`config.mk`:
```
export PLATFORM = sky130hd
export DESIGN_NAME = sequenciador_sensores_flat
export DESIGN_NICKNAME = d
export VERILOG_FILES = /design/src/rtl/sequenciador_sensores_if.sv /design/src/rtl/sequenciador_sensores.sv /design/src/flat_wrapper.sv
export SDC_FILE = /design/constraint.sdc
export NUM_CORES = 1
export LEC_CHECK = 0
export ABC_CLOCK_PERIOD_IN_PS = 3600
export CORE_MARGIN = 1
export CORE_UTILIZATION = 40
export DETAILED_ROUTE_END_ITERATION = 10
export GPL_ROUTABILITY_DRIVEN = 1
export HOLD_SLACK_MARGIN = 0.08
export PLACE_DENSITY_LB_ADDON = 0.15
export SLEW_MARGIN = 20
export SYNTH_ARGS = -nofsm -noshare
export SYNTH_HDL_FRONTEND = slang
export SYNTH_SLANG_ARGS = --single-unit
```
`constraint.sdc`:
```
create_clock -name clock -period 3.6 [get_ports clock]
set_clock_uncertainty 0.2 [all_clocks]
set_input_delay 1.08 -clock clock [delete_from_list [all_inputs] [get_ports clock]]
set_output_delay 1.08 -clock clock [all_outputs]
set_load 0.02 [all_outputs]
```
`src/rtl/sequenciador_sensores_if.sv`:
```
// ---------------------------------------------------------------------------
// sequenciador_sensores_if
// Handshake between the sensor sequencer and the shared ultrasonic
// interface block.
//   medir_if   : one-cycle measurement request (sequencer -> interface)
//   reset_if   : one-cycle active-high reset   (sequencer -> interface)
//   pronto_if  : one-cycle done pulse          (interface -> sequencer)
//   medida_if  : 12-bit distance, valid while pronto_if=1
// Modports: master = sequencer side, slave = interface block side.
// ---------------------------------------------------------------------------
interface sequenciador_sensores_if;
  logic        medir_if;
  logic        reset_if;
  logic        pronto_if;
  logic [11:0] medida_if;

  modport master (
    output medir_if,
    output reset_if,
    input  pronto_if,
    input  medida_if
  );

  modport slave (
    input  medir_if,
    input  reset_if,
    output pronto_if,
    output medida_if
  );
endinterface

```
`src/rtl/sequenciador_sensores.sv`:
```
// ---------------------------------------------------------------------------
// sequenciador_sensores
// Time-shares one ultrasonic interface block between N_SENSORES sensors.
// Each sensor gets a request, a watchdog-supervised wait, and either a
// stored distance or a failure flag; a round ends with a one-cycle
// ciclo_pronto pulse followed by an idle interval.
// Ports:
//   clock        : system clock, rising edge
//   reset        : asynchronous active-low reset
//   ligar        : level, 1 = run rounds continuously
//   bus          : handshake to the interface block (master side)
//   sel_sensor   : index of the active sensor (echo/trigger mux select)
//   medidas      : last good distance per sensor, sensor k at [12k+11:12k]
//   falha        : bit k = last attempt on sensor k timed out
//   ciclo_pronto : one-cycle pulse when a round completes
//   db_estado    : current state code
// ---------------------------------------------------------------------------
module sequenciador_sensores #(
  parameter int N_SENSORES = 4,
  parameter int WATCHDOG   = 1500000,
  parameter int INTERVALO  = 3000000
) (
  input  logic                      clock,
  input  logic                      reset,
  input  logic                      ligar,
  sequenciador_sensores_if.master   bus,
  output logic [1:0]                sel_sensor,
  output logic [12*N_SENSORES-1:0]  medidas,
  output logic [N_SENSORES-1:0]     falha,
  output logic                      ciclo_pronto,
  output logic [3:0]                db_estado
);

  typedef enum logic [3:0] {
    INICIAL  = 4'd0,
    PREPARA  = 4'd1,
    DISPARA  = 4'd2,
    AGUARDA  = 4'd3,
    ARMAZENA = 4'd4,
    FALHA    = 4'd5,
    PROXIMO  = 4'd6,
    ESPERA   = 4'd7
  } estado_t;

  localparam int WD_W = (WATCHDOG  > 1) ? $clog2(WATCHDOG)  : 1;
  localparam int IV_W = (INTERVALO > 1) ? $clog2(INTERVALO) : 1;
  localparam logic [WD_W-1:0] WD_MAX = WD_W'(WATCHDOG - 1);
  localparam logic [IV_W-1:0] IV_MAX = IV_W'(INTERVALO - 1);
  localparam logic [1:0]      ULTIMO = 2'(N_SENSORES - 1);

  estado_t         estado;
  estado_t         proximo;
  logic [WD_W-1:0] cnt_wd;
  logic [IV_W-1:0] cnt_iv;
  logic [11:0]     captura;
  logic            medir_d;
  logic            reset_d;
  logic            ciclo_d;

  assign db_estado = estado;

  // Next-state logic and decode of the next-cycle output values
  always_comb begin
    proximo = estado;
    case (estado)
      INICIAL: begin
        if (ligar) proximo = PREPARA;
        else       proximo = INICIAL;
      end
      PREPARA: proximo = DISPARA;
      DISPARA: proximo = AGUARDA;
      AGUARDA: begin
        // pronto has priority over a simultaneous timeout
        if (bus.pronto_if)         proximo = ARMAZENA;
        else if (cnt_wd == WD_MAX) proximo = FALHA;
        else                       proximo = AGUARDA;
      end
      ARMAZENA: proximo = PROXIMO;
      FALHA:    proximo = PROXIMO;
      PROXIMO: begin
        if (sel_sensor < ULTIMO) proximo = PREPARA;
        else if (ligar)          proximo = ESPERA;
        else                     proximo = INICIAL;
      end
      ESPERA: begin
        if (!ligar)                proximo = INICIAL;
        else if (cnt_iv == IV_MAX) proximo = PREPARA;
        else                       proximo = ESPERA;
      end
      default: proximo = INICIAL;
    endcase

    // Outputs are registered from the next state so they line up with it
    medir_d = (proximo == DISPARA);
    reset_d = (proximo == FALHA);
    // sel_sensor does not change when entering PROXIMO, so it already
    // identifies whether this is the last sensor of the round
    ciclo_d = (proximo == PROXIMO) && (sel_sensor == ULTIMO);
  end

  // State register
  always_ff @(posedge clock or negedge reset) begin
    if (!reset) estado <= INICIAL;
    else        estado <= proximo;
  end

  // Counters, sensor select, capture and per-sensor result storage
  always_ff @(posedge clock or negedge reset) begin
    if (!reset) begin
      cnt_wd     <= '0;
      cnt_iv     <= '0;
      captura    <= 12'h000;
      sel_sensor <= 2'd0;
      medidas    <= '0;
      falha      <= '0;
    end else begin
      case (estado)
        INICIAL: sel_sensor <= 2'd0;
        PREPARA: cnt_wd <= '0;
        AGUARDA: begin
          if (bus.pronto_if) captura <= bus.medida_if;
          // hold at the limit instead of wrapping; cleared again in PREPARA
          if (proximo == AGUARDA) cnt_wd <= cnt_wd + WD_W'(1);
        end
        ARMAZENA: begin
          for (int k = 0; k < N_SENSORES; k++) begin
            if (sel_sensor == 2'(k)) begin
              medidas[12*k +: 12] <= captura;
              falha[k]            <= 1'b0;
            end
          end
        end
        FALHA: begin
          for (int k = 0; k < N_SENSORES; k++) begin
            if (sel_sensor == 2'(k)) falha[k] <= 1'b1;
          end
        end
        PROXIMO: begin
          cnt_iv <= '0;
          if (sel_sensor < ULTIMO) sel_sensor <= sel_sensor + 2'd1;
          else                     sel_sensor <= 2'd0;
        end
        ESPERA: begin
          if (proximo == ESPERA) cnt_iv <= cnt_iv + IV_W'(1);
        end
        default: ;
      endcase
    end
  end

  // Registered handshake and round-complete outputs
  always_ff @(posedge clock or negedge reset) begin
    if (!reset) begin
      bus.medir_if <= 1'b0;
      bus.reset_if <= 1'b0;
      ciclo_pronto <= 1'b0;
    end else begin
      bus.medir_if <= medir_d;
      bus.reset_if <= reset_d;
      ciclo_pronto <= ciclo_d;
    end
  end

endmodule

```
`src/flat_wrapper.sv`:
```
// flat-port wrapper written by rule: the top's interface ports become plain ports
module sequenciador_sensores_flat 
#(
  parameter int N_SENSORES = 4,
  parameter int WATCHDOG   = 1500000,
  parameter int INTERVALO  = 3000000
)
  (clock, reset, ligar, sel_sensor, medidas, falha, ciclo_pronto, db_estado, bus_medir_if, bus_reset_if, bus_pronto_if, bus_medida_if);
  sequenciador_sensores_if bus_i ();
  input  logic clock;
  input  logic reset;
  input  logic ligar;
  output logic [1:0] sel_sensor;
  output logic [12*N_SENSORES-1:0] medidas;
  output logic [N_SENSORES-1:0] falha;
  output logic ciclo_pronto;
  output logic [3:0] db_estado;
  output wire logic [$bits(bus_i.medir_if)-1:0] bus_medir_if;
  output wire logic [$bits(bus_i.reset_if)-1:0] bus_reset_if;
  input wire logic [$bits(bus_i.pronto_if)-1:0] bus_pronto_if;
  input wire logic [$bits(bus_i.medida_if)-1:0] bus_medida_if;
  assign bus_medir_if = bus_i.medir_if;
  assign bus_reset_if = bus_i.reset_if;
  assign bus_i.pronto_if = bus_pronto_if;
  assign bus_i.medida_if = bus_medida_if;
  sequenciador_sensores #(.N_SENSORES(N_SENSORES), .WATCHDOG(WATCHDOG), .INTERVALO(INTERVALO)) u_core (.clock(clock), .reset(reset), .ligar(ligar), .bus(bus_i), .sel_sensor(sel_sensor), .medidas(medidas), .falha(falha), .ciclo_pronto(ciclo_pronto), .db_estado(db_estado));
endmodule
```
==> metrics.cfg <==
[pwr]
ir_worst_vdd_mv=0.474
power_density_nw_per_um2=798
power.leakage_nw=2.98

[clock_network]
clk_path_buf_depth=2
clkTransAtPathRegs_ps=50
cts_num_sinks=115
clock-root-buffer=clkbuf_16
cts_setup_buffers=0
cts_buffers=17
clock_latency_ps=420
cts_resized=0
hold_buffers=0
cts_tree=built
cts.htree.levels=4

[route]
vias=4124
routedWlPerCell_microns=16.6
wl_microns=12500
vias_per_cell=5.47
drtPass1Iterations=5
drc=0
ant_nets=0
drt_iter0_drc=220

[global_route]
grt_overflow=0
grt_usage_pct=19.6
grt_max_degree=48
antenna_found_initial=0
grt_pass1_wl_microns=21300
grt_pass1_vias=4176

[logic_synthesis]
ys_top_cells_by_count=dfrtp_1 (115), mux2_2 (66), nand2_1 (48)
synthCells=483
yosys_warnings=0
yosysTopAreaCell=dfrtp_1
netlist_area_sq_um=5400
ys_seq_area_share_pct=53.3
synth_top_area_share_pct=53.3
ys_async_sr_fraction_pct=100
yosys-top-cells-area=dfrtp_1 (53%), mux2_2 (14%), nand2_1 (3.3%)
synth_fp_nets=505
synth-seq-cells=115
synth-edff-count=0
yosysMostFrequentCell=dfrtp_1
synthFlopType=dfrtp_1
ys_types=59
avgSynthCellArea_sq_um=11.2

[placed_design]
placed_area_sq_um=6350
io_buffers=75
hpwl_microns=8470
place.gp.congestion=0.823

[finish]
fin_area_sq_um=6930
diodes=0
area_delta_synth_final_pct=28.2
nets=588
drive_gt1_share_pct=20.6

[critical_path]
worst-path-buf-inv=1
crit_chain=clkdlybuf4s50_1
max_stage_delay_ps=670
critPathRequiredTime_ps=2320
start_kind=register
cpLargestDelayFamily=buffers and inverters
path_class=reg -> out
crit_path_top_delay_cell=clkdlybuf4s50_1
end_kind=primary output
critical_path.max_fanout=10
cp.arrival_ps=1620

[sta]
finalMaxSlewViolations=0
timing.final.hold_violations=0
relSlewSlack_pct=47.8
final.period_utilization_pct=80.7
fmax_mhz=344
worst_slew_pin_slew_ps=782
setup_viol=0
fin_crit_ps=2900
grt_setup_unrepaired=false
setup_tns_ps=0

[run]
maxCapViolCount=0

[floorplan]
core_area_sq_um=13200
die_x_microns=118
die_area_sq_um=14000
die_y_microns=118
row_count=42
ios=77
start_util_pct=41.0

[worst_hold_path]
hold_path_class=reg -> reg

[status]
outcome=completed

## metrics by stage
stage / std cells / hold WS, ps / worst slack [ps] / utilization, % / power, mW
3_3_place_gp: 723 / 273 / 547 / 48.1 / 3.88
6_report: 754 / 287 / 696 / 52.5 / 5.53
4_1_cts: 754 / 284 / 674 / 52.5 / 5.59
2_1_floorplan: 483 / 244 / 968 / - / 3.05
5_1_grt: 754 / 317 / 631 / 52.5 / 5.83
3_5_place_dp: 723 / 273 / 491 / 48.1 / 3.92
## metal layers
metal,global-route usage [%],wire (microns)
met5,0,0
met4,7.93,231
met3,5.36,423
met2,31.9,6260
met1,24.7,5630
## path summary, 6_finish.rpt
check | startpoint | end | slack, ps | cells after the start
worst max-delay path | u_core.db_estado[1] | db_estado[1] | 700 | 1
worst max register to register | u_core.db_estado[2] | u_core.medidas[37] | 950 | 6
worst min register to register | u_core.cnt_wd[18] | u_core.cnt_wd[18] | 290 | 1
worst min-delay path | u_core.cnt_wd[18] | u_core.cnt_wd[18] | 290 | 1
min in group asynchronous | reset | u_core.medidas[3] | 470 | 1
max in group asynchronous | reset | u_core.bus.reset_if | 1970 | 2
## flip-flops by register name, summed over array words and instances, names as in the netlist
signal,count
u_core.medidas,48
u_core.cnt_iv,22
u_core.cnt_wd,21
u_core.captura,12
u_core.falha,4
u_core.db_estado,3
u_core.sel_sensor,2
u_core.bus.medir_if,1
u_core.bus.reset_if,1
u_core.ciclo_pronto,1
## where the power goes
group | total [mW] | internal, mW | switching (mW) | leakage, nW
Combinational | 1.92 | 0.942 | 0.981 | 1.18
Sequential | 1.96 | 1.67 | 0.284 | 1.52
Clock | 1.65 | 1.06 | 0.585 | 0.274
## logic make-up (layout without fill, tap and decap cells)
family                   after synthesis  count (layout)  synth area share, %
multiplexers                          67              67                 13.9
XOR/XNOR                               4               4                0.649
AND/OR/NAND/NOR                      171             171                 17.2
other                                  1               1               0.0694
adder cells (fa/ha/maj)                6               6                 1.39
flip-flops                           115             115                 53.3
AO/OA/AOI/OAI                         89              89                 10.7
buffers and inverters                 30             125                 2.80
## placed cells by master, fill, tap and decap left out, types with 2 or more instances in the layout
cell type | netlist | final
nor4_4 | 2 | 2
o21ai_0 | 19 | 19
o211a_1 | 2 | 2
nor3_1 | 8 | 8
nand3_1 | 26 | 26
ha_1 | 6 | 6
or3b_2 | 3 | 3
nor2_1 | 23 | 23
and2_1 | 4 | 4
nor2b_1 | 4 | 4
nand2b_1 | 3 | 3
buf_4 | 4 | 12
a21o_1 | 2 | 2
a41oi_1 | 4 | 4
inv_1 | 7 | 7
nor4_1 | 4 | 4
clkbuf_1 | 10 | 2
and4_1 | 2 | 2
or4_1 | 6 | 6
clkbuf_16 | 0 | 17
nand4_1 | 11 | 11
o211ai_1 | 7 | 7
nand3b_1 | 3 | 3
a31oi_1 | 15 | 15
dfrtp_1 | 115 | 115
clkbuf_8 | 0 | 3
bufinv_16 | 0 | 2
xor2_1 | 3 | 3
o31ai_1 | 8 | 8
nand2_1 | 48 | 48
mux2_2 | 66 | 66
a21oi_1 | 19 | 19
clkinv_2 | 0 | 3
clkdlybuf4s50_1 | 0 | 74
and3_1 | 8 | 8
or3_1 | 6 | 6
nor4b_1 | 2 | 2
clkinvlp_4 | 0 | 4
## area by class of cell
type	count	area, sq um
inverter	7	26.3
sequential	115	2880
fill	1138	6260
clock buffer	22	474
timing repair buffer	87	851
tap	176	220
multi-input combinational	338	2370
clock inverter	9	105
Power figures use the tool's default switching activity.
